[config.mk]
export PLATFORM = sky130hd
export DESIGN_NAME = uart_rx_fifo_ctrl_flat
export DESIGN_NICKNAME = d
export VERILOG_FILES = /design/src/rtl/uart_pkg.sv /design/src/rtl/uart_rx_fifo_ctrl_if.sv /design/src/rtl/uart_sync_edge.sv /design/src/rtl/uart_rx_fifo_ctrl.sv /design/src/flat_wrapper.sv
export SDC_FILE = /design/constraint.sdc
export NUM_CORES = 1
export LEC_CHECK = 0
export ABC_CLOCK_PERIOD_IN_PS = 3150
export CAP_MARGIN = 10
export CELL_PAD_IN_SITES_DETAIL_PLACEMENT = 1
export CELL_PAD_IN_SITES_GLOBAL_PLACEMENT = 1
export CORE_UTILIZATION = 36
export DETAILED_ROUTE_END_ITERATION = 8
export PLACE_DENSITY_LB_ADDON = 0.1
export SETUP_SLACK_MARGIN = 0.15
export SYNTH_ARGS = -nofsm -noshare
export SYNTH_HDL_FRONTEND = slang
export SYNTH_SLANG_ARGS = --single-unit
export TNS_END_PERCENT = 5
[constraint.sdc]
create_clock -name DSP_CLK -period 3.15 [get_ports DSP_CLK]
set_clock_uncertainty 0.2 [all_clocks]
set_input_delay 0.63 -clock DSP_CLK [delete_from_list [all_inputs] [get_ports DSP_CLK]]
set_output_delay 0.63 -clock DSP_CLK [all_outputs]
set_load 0.005 [all_outputs]
[src/rtl/uart_pkg.sv]
// Shared UART constants and types, used by both the Rx and Tx FIFO controllers.
package uart_pkg;

  localparam int PTR_W      = 5;
  localparam int FIFO_DEPTH = 16;

  typedef logic [3:0]       addr_t;
  typedef logic [PTR_W-1:0] ptr_t;

  localparam addr_t RX_DATA_ADDR = 4'h0;
  localparam addr_t RX_STAT_ADDR = 4'h1;

  // Rx status register layout, MSB first.
  typedef struct packed {
    logic timeout;
    logic overrun;
    logic l8;
    logic l4;
    logic l1;
    logic full;
    logic empty;
  } rx_stat_t;

endpackage

[src/rtl/uart_rx_fifo_ctrl_if.sv]
// DSP bus read port: the CPU side drives strobes and address, the block returns data.
interface uart_rx_fifo_ctrl_if;
  import uart_pkg::*;

  logic        DSP_CEn;
  logic        DSP_OEn;
  addr_t       DSP_ADDR;
  logic [31:0] DSP_RDATA;

  modport master (output DSP_CEn, output DSP_OEn, output DSP_ADDR, input DSP_RDATA);
  modport slave  (input DSP_CEn, input DSP_OEn, input DSP_ADDR, output DSP_RDATA);

endinterface

[src/rtl/uart_sync_edge.sv]
// Three-flop synchronizer for a slow level from another clock domain,
// producing a one-cycle pulse on each rising edge of the synchronized level.
module uart_sync_edge (
  input  logic RESETn,
  input  logic DSP_CLK,
  input  logic din,
  output logic rise
);

  logic s0, s1, s2;

  // s0/s1 resolve metastability; s2 holds the previous settled value for edge detection.
  // NOTE: registers take non-blocking assignments so every flop samples the pre-edge value.
  always_ff @(posedge DSP_CLK or negedge RESETn) begin
    if (!RESETn) begin
      s0 <= 1'b0;
      s1 <= 1'b0;
      s2 <= 1'b0;
    end else begin
      s0 <= din;
      s1 <= s0;
      s2 <= s1;
    end
  end

  assign rise = s1 & ~s2;

endmodule

[src/rtl/uart_rx_fifo_ctrl.sv]
// UART receive FIFO controller: synchronizes byte-done from the UART domain,
// buffers bytes (16-deep or a single holding register), and exposes a
// pop-on-read data register, a status register and interrupt-level flags.
module uart_rx_fifo_ctrl
  import uart_pkg::*;
#(
  parameter int unsigned TIMEOUT_CYCLES = 4096
) (
  input  logic                RESETn,
  input  logic                DSP_CLK,
  uart_rx_fifo_ctrl_if.slave  dsp,
  input  logic                FIFOEn,
  input  logic                RxDone,
  input  logic [7:0]          RxData,
  output logic                RxFIFO_Empty,
  output logic                RxFIFO_Full,
  output logic                RxFIFO_L14_Full,
  output logic                RxFIFO_L8_Full,
  output logic                RxFIFO_L4_Full,
  output logic                RxFIFO_L1_Full,
  output logic                RxOverrun,
  output logic                RxTimeout
);

  localparam logic [15:0] TO_MAX = 16'(TIMEOUT_CYCLES - 1);

  logic        push_ev, push_ok, push_drop;
  logic        rd, rd_q, rd_start, pop, stat_clr;
  logic        fifo_en_q, flush;
  logic        empty, full, overrun;
  ptr_t        wp, rp, level, depth;
  logic [3:0]  wr_idx, rd_idx;
  logic [7:0]  mem [FIFO_DEPTH];
  logic [15:0] to_cnt;
  rx_stat_t    stat;

  uart_sync_edge u_rx_done_sync (
    .RESETn  (RESETn),
    .DSP_CLK (DSP_CLK),
    .din     (RxDone),
    .rise    (push_ev)
  );

  assign level  = wp - rp;
  assign depth  = FIFOEn ? ptr_t'(FIFO_DEPTH) : ptr_t'(1);
  assign empty  = (level == '0);
  assign full   = (level == depth);
  // The holding-register mode only ever uses entry 0.
  assign wr_idx = FIFOEn ? wp[3:0] : 4'h0;
  assign rd_idx = FIFOEn ? rp[3:0] : 4'h0;

  // A strobe acts once on its first cycle, however long it is held.
  assign rd       = ~dsp.DSP_CEn & ~dsp.DSP_OEn;
  assign rd_start = rd & ~rd_q;
  assign pop      = rd_start & (dsp.DSP_ADDR == RX_DATA_ADDR) & ~empty;
  assign stat_clr = rd_start & (dsp.DSP_ADDR == RX_STAT_ADDR);
  assign flush    = FIFOEn ^ fifo_en_q;

  // A pop on the same edge frees a slot, so a full FIFO still accepts the byte.
  assign push_ok   = push_ev & ~flush & (~full | pop);
  assign push_drop = push_ev & ~flush & full & ~pop;

  // Remember last strobe level and FIFO mode for edge/transition detection.
  always_ff @(posedge DSP_CLK or negedge RESETn) begin
    if (!RESETn) begin
      rd_q      <= 1'b0;
      fifo_en_q <= 1'b0;
    end else begin
      rd_q      <= rd;
      fifo_en_q <= FIFOEn;
    end
  end

  // Advance write/read pointers; a mode change empties the FIFO.
  always_ff @(posedge DSP_CLK or negedge RESETn) begin
    if (!RESETn) begin
      wp <= '0;
      rp <= '0;
    end else if (flush) begin
      wp <= '0;
      rp <= '0;
    end else begin
      if (push_ok) wp <= wp + ptr_t'(1);
      if (pop)     rp <= rp + ptr_t'(1);
    end
  end

  // Byte storage, cleared on reset so reads of stale slots are deterministic.
  // NOTE: this array is reset explicitly, so it maps to flops rather than a RAM macro.
  always_ff @(posedge DSP_CLK or negedge RESETn) begin
    if (!RESETn) begin
      for (int i = 0; i < FIFO_DEPTH; i++) mem[i] <= 8'h00;
    end else if (push_ok) begin
      mem[wr_idx] <= RxData;
    end
  end

  // Sticky overrun: set on a dropped byte (set beats clear), cleared by a status read.
  always_ff @(posedge DSP_CLK or negedge RESETn) begin
    if (!RESETn) begin
      overrun <= 1'b0;
    end else if (flush) begin
      overrun <= 1'b0;
    end else if (push_drop) begin
      overrun <= 1'b1;
    end else if (stat_clr) begin
      overrun <= 1'b0;
    end
  end

  // Inactivity counter: restarts on any traffic or when empty, saturates at the limit.
  always_ff @(posedge DSP_CLK or negedge RESETn) begin
    if (!RESETn) begin
      to_cnt <= '0;
    end else if (flush || push_ev || pop || empty) begin
      to_cnt <= '0;
    end else if (to_cnt != TO_MAX) begin
      to_cnt <= to_cnt + 16'd1;
    end
  end

  assign RxTimeout       = (to_cnt == TO_MAX) & ~empty;
  assign RxOverrun       = overrun;
  assign RxFIFO_Empty    = empty;
  assign RxFIFO_Full     = full;
  assign RxFIFO_L14_Full = (level >= ptr_t'(14));
  assign RxFIFO_L8_Full  = (level >= ptr_t'(8));
  assign RxFIFO_L4_Full  = (level >= ptr_t'(4));
  assign RxFIFO_L1_Full  = (level >= ptr_t'(1));

  assign stat = {RxTimeout, overrun, RxFIFO_L8_Full, RxFIFO_L4_Full,
                 RxFIFO_L1_Full, full, empty};

  // Read-data mux, driven only while a read strobe is active.
  // NOTE: the default assignment up front keeps this purely combinational (no latch).
  always_comb begin
    dsp.DSP_RDATA = '0;
    if (rd) begin
      case (dsp.DSP_ADDR)
        RX_DATA_ADDR: if (!empty) dsp.DSP_RDATA = {24'h0, mem[rd_idx]};
        RX_STAT_ADDR: dsp.DSP_RDATA = {25'h0, stat};
        default:      dsp.DSP_RDATA = '0;
      endcase
    end
  end

endmodule

[src/flat_wrapper.sv]
// flat-port wrapper written by rule: the top's interface ports become plain ports
module uart_rx_fifo_ctrl_flat import uart_pkg::*;
#(
  parameter int unsigned TIMEOUT_CYCLES = 4096
)
  (RESETn, DSP_CLK, FIFOEn, RxDone, RxData, RxFIFO_Empty, RxFIFO_Full, RxFIFO_L14_Full, RxFIFO_L8_Full, RxFIFO_L4_Full, RxFIFO_L1_Full, RxOverrun, RxTimeout, dsp_DSP_CEn, dsp_DSP_OEn, dsp_DSP_ADDR, dsp_DSP_RDATA);
  uart_rx_fifo_ctrl_if dsp_i ();
  input  logic RESETn;
  input  logic DSP_CLK;
  input  logic FIFOEn;
  input  logic RxDone;
  input  logic [7:0] RxData;
  output logic RxFIFO_Empty;
  output logic RxFIFO_Full;
  output logic RxFIFO_L14_Full;
  output logic RxFIFO_L8_Full;
  output logic RxFIFO_L4_Full;
  output logic RxFIFO_L1_Full;
  output logic RxOverrun;
  output logic RxTimeout;
  input wire logic [$bits(dsp_i.DSP_CEn)-1:0] dsp_DSP_CEn;
  input wire logic [$bits(dsp_i.DSP_OEn)-1:0] dsp_DSP_OEn;
  input wire logic [$bits(dsp_i.DSP_ADDR)-1:0] dsp_DSP_ADDR;
  output wire logic [$bits(dsp_i.DSP_RDATA)-1:0] dsp_DSP_RDATA;
  assign dsp_i.DSP_CEn = dsp_DSP_CEn;
  assign dsp_i.DSP_OEn = dsp_DSP_OEn;
  assign dsp_i.DSP_ADDR = dsp_DSP_ADDR;
  assign dsp_DSP_RDATA = dsp_i.DSP_RDATA;
  uart_rx_fifo_ctrl #(.TIMEOUT_CYCLES(TIMEOUT_CYCLES)) u_core (.RESETn(RESETn), .DSP_CLK(DSP_CLK), .dsp(dsp_i), .FIFOEn(FIFOEn), .RxDone(RxDone), .RxData(RxData), .RxFIFO_Empty(RxFIFO_Empty), .RxFIFO_Full(RxFIFO_Full), .RxFIFO_L14_Full(RxFIFO_L14_Full), .RxFIFO_L8_Full(RxFIFO_L8_Full), .RxFIFO_L4_Full(RxFIFO_L4_Full), .RxFIFO_L1_Full(RxFIFO_L1_Full), .RxOverrun(RxOverrun), .RxTimeout(RxTimeout));
endmodule
## Word-level counts from Yosys, hierarchy flattened

Index checks and enable logic that the tools add are counted.
W data, S select, Z words.

| word-level totals | value |
|---|---|
| output and inout port bits | 40 |
| latch bits | 0 |
| memories | 0 |
| bits in registers | 160 |
| memory bits (read-only) | 0 |
| input port bits | 18 |
| memory bits (writable) | 0 |

| operators by class | value |
|---|---|
| divide/modulo/power cells | 0 |
| add/subtract/negate cells | 4 |
| muxes and demuxes | 21 |
| shifts and indexed selects | 0 |
| bitwise operators | 23 |
| equal/unequal tests | 4 |
| reductions and logical operators | 10 |
| $lt $le $gt $ge | 7 |
| multipliers | 0 |

Operators by type and width:

| cell | count |
|---|---|
| $bwmux W128 | 1 |
| $pmux W32 S2 | 1 |
| $bmux W8 S4 | 1 |
| $demux W8 S4 | 1 |
| $mux W16 | 2 |
| $mux W32 | 1 |
| $mux W8 | 4 |
| $mux W5 | 5 |
| $add A16 B1 Y16 const B | 1 |
| $eq A16 B12 Y1 const B | 1 |
| $ne A16 B12 Y1 const B | 1 |
| $and A1 B1 Y1 | 11 |
| $add A5 B1 Y5 const B | 2 |
| $ge A5 B4 Y1 const B | 2 |
| $ge A5 B5 Y1 const B | 2 |
| $not A4 Y5 | 2 |
| $mux W4 | 2 |
| $not A1 Y1 | 8 |
| $reduce_bool A2 Y1 | 3 |
| $eq A5 B5 Y1 | 1 |
| $ge A5 B1 Y1 const B | 1 |
| $ge A5 B3 Y1 const B | 1 |
| $logic_not A5 Y1 | 1 |
| $lt A5 B1 Y1 const B | 1 |
| other kinds (9) | 13 |

## Logic depth before layout (Yosys ltp)

| depth | value |
|---|---|
| depth after elaboration | 9 |
| depth in mapped cells | 12 |
| gate-level depth less buffers | 10 |

## Hierarchy

From an unflattened synthesis, not the netlist that was laid out.

| unflattened totals | value |
|---|---|
| cells, all modules | 707 |
| area total of the unflattened synthesis | 8,504.4 um^2 |

By module, submodules not included:

| module | times used | area each (um^2) | cells an instance | sequential area each (um^2) |
|---|---|---|---|---|
| uart_rx_fifo_ctrl | 1 | 8,415.6 | 703 | 3,928.8 |
| uart_sync_edge | 1 | 88.8 | 4 | 75.1 |

## Worst setup path after synthesis

No wires, ideal clock.

| timing | value |
|---|---|
| path kind | register to output |
| from | reg u_core.wp[0] |
| to | out dsp_DSP_RDATA[3] |
| data arrival time | 2.671 ns |
| slack | -0.351 ns |
| buffers on the path | 2 |
| cell stages (with the launch flop) | 12 |
| cell sequence | dfrtp_1 > inv_1 > ha_1 > fa_1 > nand2b_1 > a21oi_2 > xnor2_1 > or3_1 > clkbuf_1 > and3_1 > clkbuf_1 > a22o_1 |

| between the ends | value |
|---|---|
| longest elaborated chain between the ends | 5 |

Ends and longest elaborated chain:

| element | line | text |
|---|---|---|
| start: declaration | uart_rx_fifo_ctrl.sv:31 | `ptr_t wp, rp, level, depth;` |
| start signal: assignment | uart_rx_fifo_ctrl.sv:83 | `if (push_ok) wp <= wp + ptr_t'(1);` |
| $sub A5 B5 Y5 (*) | uart_rx_fifo_ctrl.sv:44 | `assign level = wp - rp;` |
| branches (longest 2 deep; another with $ge A5 B3 Y1) | -- |  |
| $pmux W32 S2 (*) | uart_rx_fifo_ctrl.sv:139 | `case (dsp.DSP_ADDR)` |
| $mux W32 (*) | uart_rx_fifo_ctrl.sv:138 | `if (rd) begin` |
| end: declaration | flat_wrapper.sv:24 | `output wire logic [$bits(dsp_i.DSP_RDATA)-1:0] dsp_DSP_RDATA;` |

Every way passes the cells marked *.

## Worst setup path after layout

| timing | value |
|---|---|
| from | reg u_core.rp[0] |
| to | out dsp_DSP_RDATA[3] |

| between the ends | value |
|---|---|
| longest elaborated chain between the ends | 8 |

Ends and longest elaborated chain:

| element | line | text |
|---|---|---|
| start: declaration | uart_rx_fifo_ctrl.sv:31 |  |
| start signal: assignment | uart_rx_fifo_ctrl.sv:84 | `if (pop) rp <= rp + ptr_t'(1);` |
| branches (longest 6 deep; another with $sub A5 B5 Y5) | -- |  |
| $pmux W32 S2 (*) | uart_rx_fifo_ctrl.sv:139 |  |
| $mux W32 (*) | uart_rx_fifo_ctrl.sv:138 |  |

Every way passes the cells marked *. The select of a mux whose other input is x is not followed.

==> results.json <==
{
  "status": "finished with violations",
  "violations": "DRC, setup timing",
  "place_ws_ns": -0.721,
  "drtPass1Iterations": 9,
  "numCtsBuffers": 17,
  "clock_latency_ns": 0.43,
  "r2r_start": "u_core.rp[0]$_DFFE_PN0P_",
  "dieArea_sq_um": 23300,
  "final_nets": 828,
  "grt_antenna_before_repair": 0,
  "syn-cell-area_sq_um": 8170,
  "drc_errors": 7,
  "wirelength_um": 25600,
  "port_buffers": 33,
  "n_fill_cell": 2262,
  "fin_area_sq_um": 10700,
  "gp_congestion": 0.870,
  "synthCells": 674,
  "fmax_mhz": 278,
  "clk_pin_slew_ns": 0.07,
  "ys_seq_area_frac": 0.490,
  "start_util": 0.371,
  "worst_setup_path_end_kind": "primary output",
  "track_usage": 0.229,
  "max-cap-violations": 0,
  "cts_buffer_depth": 2,
  "yosys_most_used_dff": "dfrtp_1",
  "layout_min_cycle_time_ns": 3.60,
  "grt_max_degree": 62,
  "die_w_um": 153,
  "grt_pass1_wl_um": 39800,
  "leakagePower_uw": 0.00502,
  "required_ns": 2.32,
  "clock_sinks": 160,
  "hold_violations": 0,
  "grt_setup_unrepaired": "yes",
  "drtIter0Drc": 337,
  "critical_path_class": "flop to primary output",
  "relSlewSlack": 0.395,
  "arrival_ns": 2.77,
  "setup.worst_path.end": "dsp_DSP_RDATA[3]",
  "dpl.hpwl_um": 17800,
  "grt_pass1_vias": 6491,
  "htree_levels": 4,
  "ys_warn_count": 0,
  "grt_overflow_total": 0,
  "worst_slew_pin_slew_ns": 0.904,
  "drv_slew": 0,
  "final_util": 0.484,
  "synth_area_per_cell_sq_um": 12.1,
  "final_antenna_net_count": 0,
  "rr_worst_depth": 13,
  "ff2ff_setup_slack_ns": -0.43,
  "setup_violations": 144,
  "layout_common_cells": "159 x dfrtp_1, 86 x mux2_4, 79 x buf_4",
  "cp_max_fo": 6,
  "critPathLaunchType": "flop",
  "final_common_cell": "dfrtp_1",
  "min_path_type": "flop to flop",
  "synth_edf_count": 0,
  "r2r-end": "u_core.mem[2]$_DFFE_PN0P_",
  "yosys.cell_types.count": 59,
  "cts_tree": "yes",
  "ys_async_sr_fraction": 1.00,
  "vias": 5968,
  "antenna_cells": 0,
  "placedCellCount": 1049,
  "placed_area_sq_um": 9570,
  "dieHeight_um": 153,
  "period_share": 1.14,
  "vdd_drop_max_mv": 0.385,
  "synth_seq_cells": 160,
  "worst_slack_ns": -0.445,
  "ioPinCount": 58,
  "cts_root_buf": "clkbuf_16",
  "cp-startpoint": "u_core.rp[0]$_DFFE_PN0P_",
  "fin_cells": 1095,
  "drive_gt1_frac": 0.413,
  "rows": 54,
  "core_sq_um": 22000,
  "wl_per_cell_um": 23.3,
  "area_growth_pct": 30.4,
  "viasPerCell": 5.45,
  "powerDensity_nw_per_um2": 444
}
-- worst max-delay path, cell delays in order, from the launching register on --
cell	delay, ns
dfrtp_2	0.44
ha_4	0.17
fa_2	0.37
buf_4	0.16
xor2_4	0.15
nand3_2	0.10
or3_4	0.41
and3_4	0.18
a22o_1	0.23
buf_2	0.12
-- worst min-delay path by stage --
stage                                         endpoint                               start  cells after the start
finish              u_core.u_rx_done_sync.s1$_DFF_PN0_  u_core.u_rx_done_sync.s0$_DFF_PN0_                      0
CTS                           u_core.wp[3]$_DFFE_PN0P_                              RESETn                      1
floorplan                 u_core.RxOverrun$_DFFE_PN0P_                              RESETn                      0
global placement    u_core.u_rx_done_sync.s1$_DFF_PN0_  u_core.u_rx_done_sync.s0$_DFF_PN0_                      0
global route        u_core.u_rx_done_sync.s1$_DFF_PN0_  u_core.u_rx_done_sync.s0$_DFF_PN0_                      0
detailed placement  u_core.u_rx_done_sync.s1$_DFF_PN0_  u_core.u_rx_done_sync.s0$_DFF_PN0_                      0
-- registers in the layout (all words and copies together), names as in the netlist --
name and count:
u_core.mem 128, u_core.to_cnt 16, u_core.rp 5, u_core.wp 5
u_core.RxOverrun 1, u_core.fifo_en_q 1, u_core.rd_q 1, u_core.u_rx_done_sync.s0 1
u_core.u_rx_done_sync.s1 1, u_core.u_rx_done_sync.s2 1
-- what timing repair did --
action	CTS	global route
hold buffers	0	1
endpoints found under the setup margin	148	148
endpoints found under the hold margin	0	3
resized for setup	126	37
buffers inserted	6	7
pin swaps	21	12
-- metrics by stage --
stage | power (uW) | setup TNS, ns | hold WS, ns
2_1_floorplan | 2450 | -6.68 | 0.131
3_3_place_gp | 2660 | -36.55 | 0.135
3_5_place_dp | 2680 | -49.33 | 0.144
4_1_cts | 4770 | -34.30 | 0.000221
5_1_grt | 4910 | -49.14 | 0.181
6_report | 4730 | -33.24 | 0.155
-- cells by family after synthesis --
logic type,Yosys count,synth area share
DFF,160,0.490
xor gates and xnor gates,26,0.0279
other,1,0.000459
muxes,162,0.240
and+or+nand+nor,155,0.104
buffers and inverters,66,0.0447
adders and majority gates,8,0.0132
AOI/OAI and AO/OA,96,0.0804
-- power breakdown --
part	internal (uW)	total [uW]	switching, uW
clock	1110	2030	923
sequential	2130	2170	46.5
combinational	255	528	273
total	3490	4730	1240
-- cells in the mapped netlist, types with 2 or more instances --
cell type    n  area share
mux2_4      16       0.029
o31ai_1      2      0.0018
xnor2_1     10       0.011
nand2b_1     6      0.0046
nor2_1      50       0.023
mux4_2       9       0.025
nand4_1     10      0.0077
or4_1        2      0.0018
mux2_2     114        0.16
and3_1       3      0.0023
mux2i_1     23       0.028
dfrtp_1    160        0.49
a21oi_1     16      0.0098
and2_1       4      0.0031
nand3_1     14      0.0086
clkbuf_1    24       0.011
or3_1        5      0.0038
nand3b_1     4      0.0037
inv_1        8      0.0037
ha_1         7       0.011
buf_4       25       0.023
a21oi_2      2      0.0021
nor2b_1      4      0.0031
a22o_1       4      0.0043
o21ai_0     15      0.0092
buf_6        3      0.0041
nor4_4       4       0.010
o2111ai_1    3      0.0032
o211ai_1     2      0.0018
a211oi_1    17       0.016
a31oi_1      3      0.0023
o22ai_1     16       0.012
o221ai_1     6      0.0064
buf_1        4      0.0018
nor3_1       6      0.0037
nor4_2       2      0.0031
nand2_1     34       0.016
xor2_1      16       0.017
-- area by class of cell --
cell class | instances | area [sq um] | share of cell area
multi-input cells | 471 | 4340 | 0.407
clock buffers | 19 | 433 | 0.0406
clock inverters | 13 | 128 | 0.0120
well taps | 280 | 350 | 0.0329
inverters | 9 | 35.0 | 0.00329
repair buffers | 143 | 1370 | 0.128
flip-flops and latches | 160 | 4010 | 0.376
-- per-layer routing --
metal	part of all wire	track usage
met5	0	0
met1	0.45	0.298
met2	0.48	0.379
met4	0.023	0.0726
met3	0.046	0.0506
No activity file was read; power rests on OpenSTA's default activity.
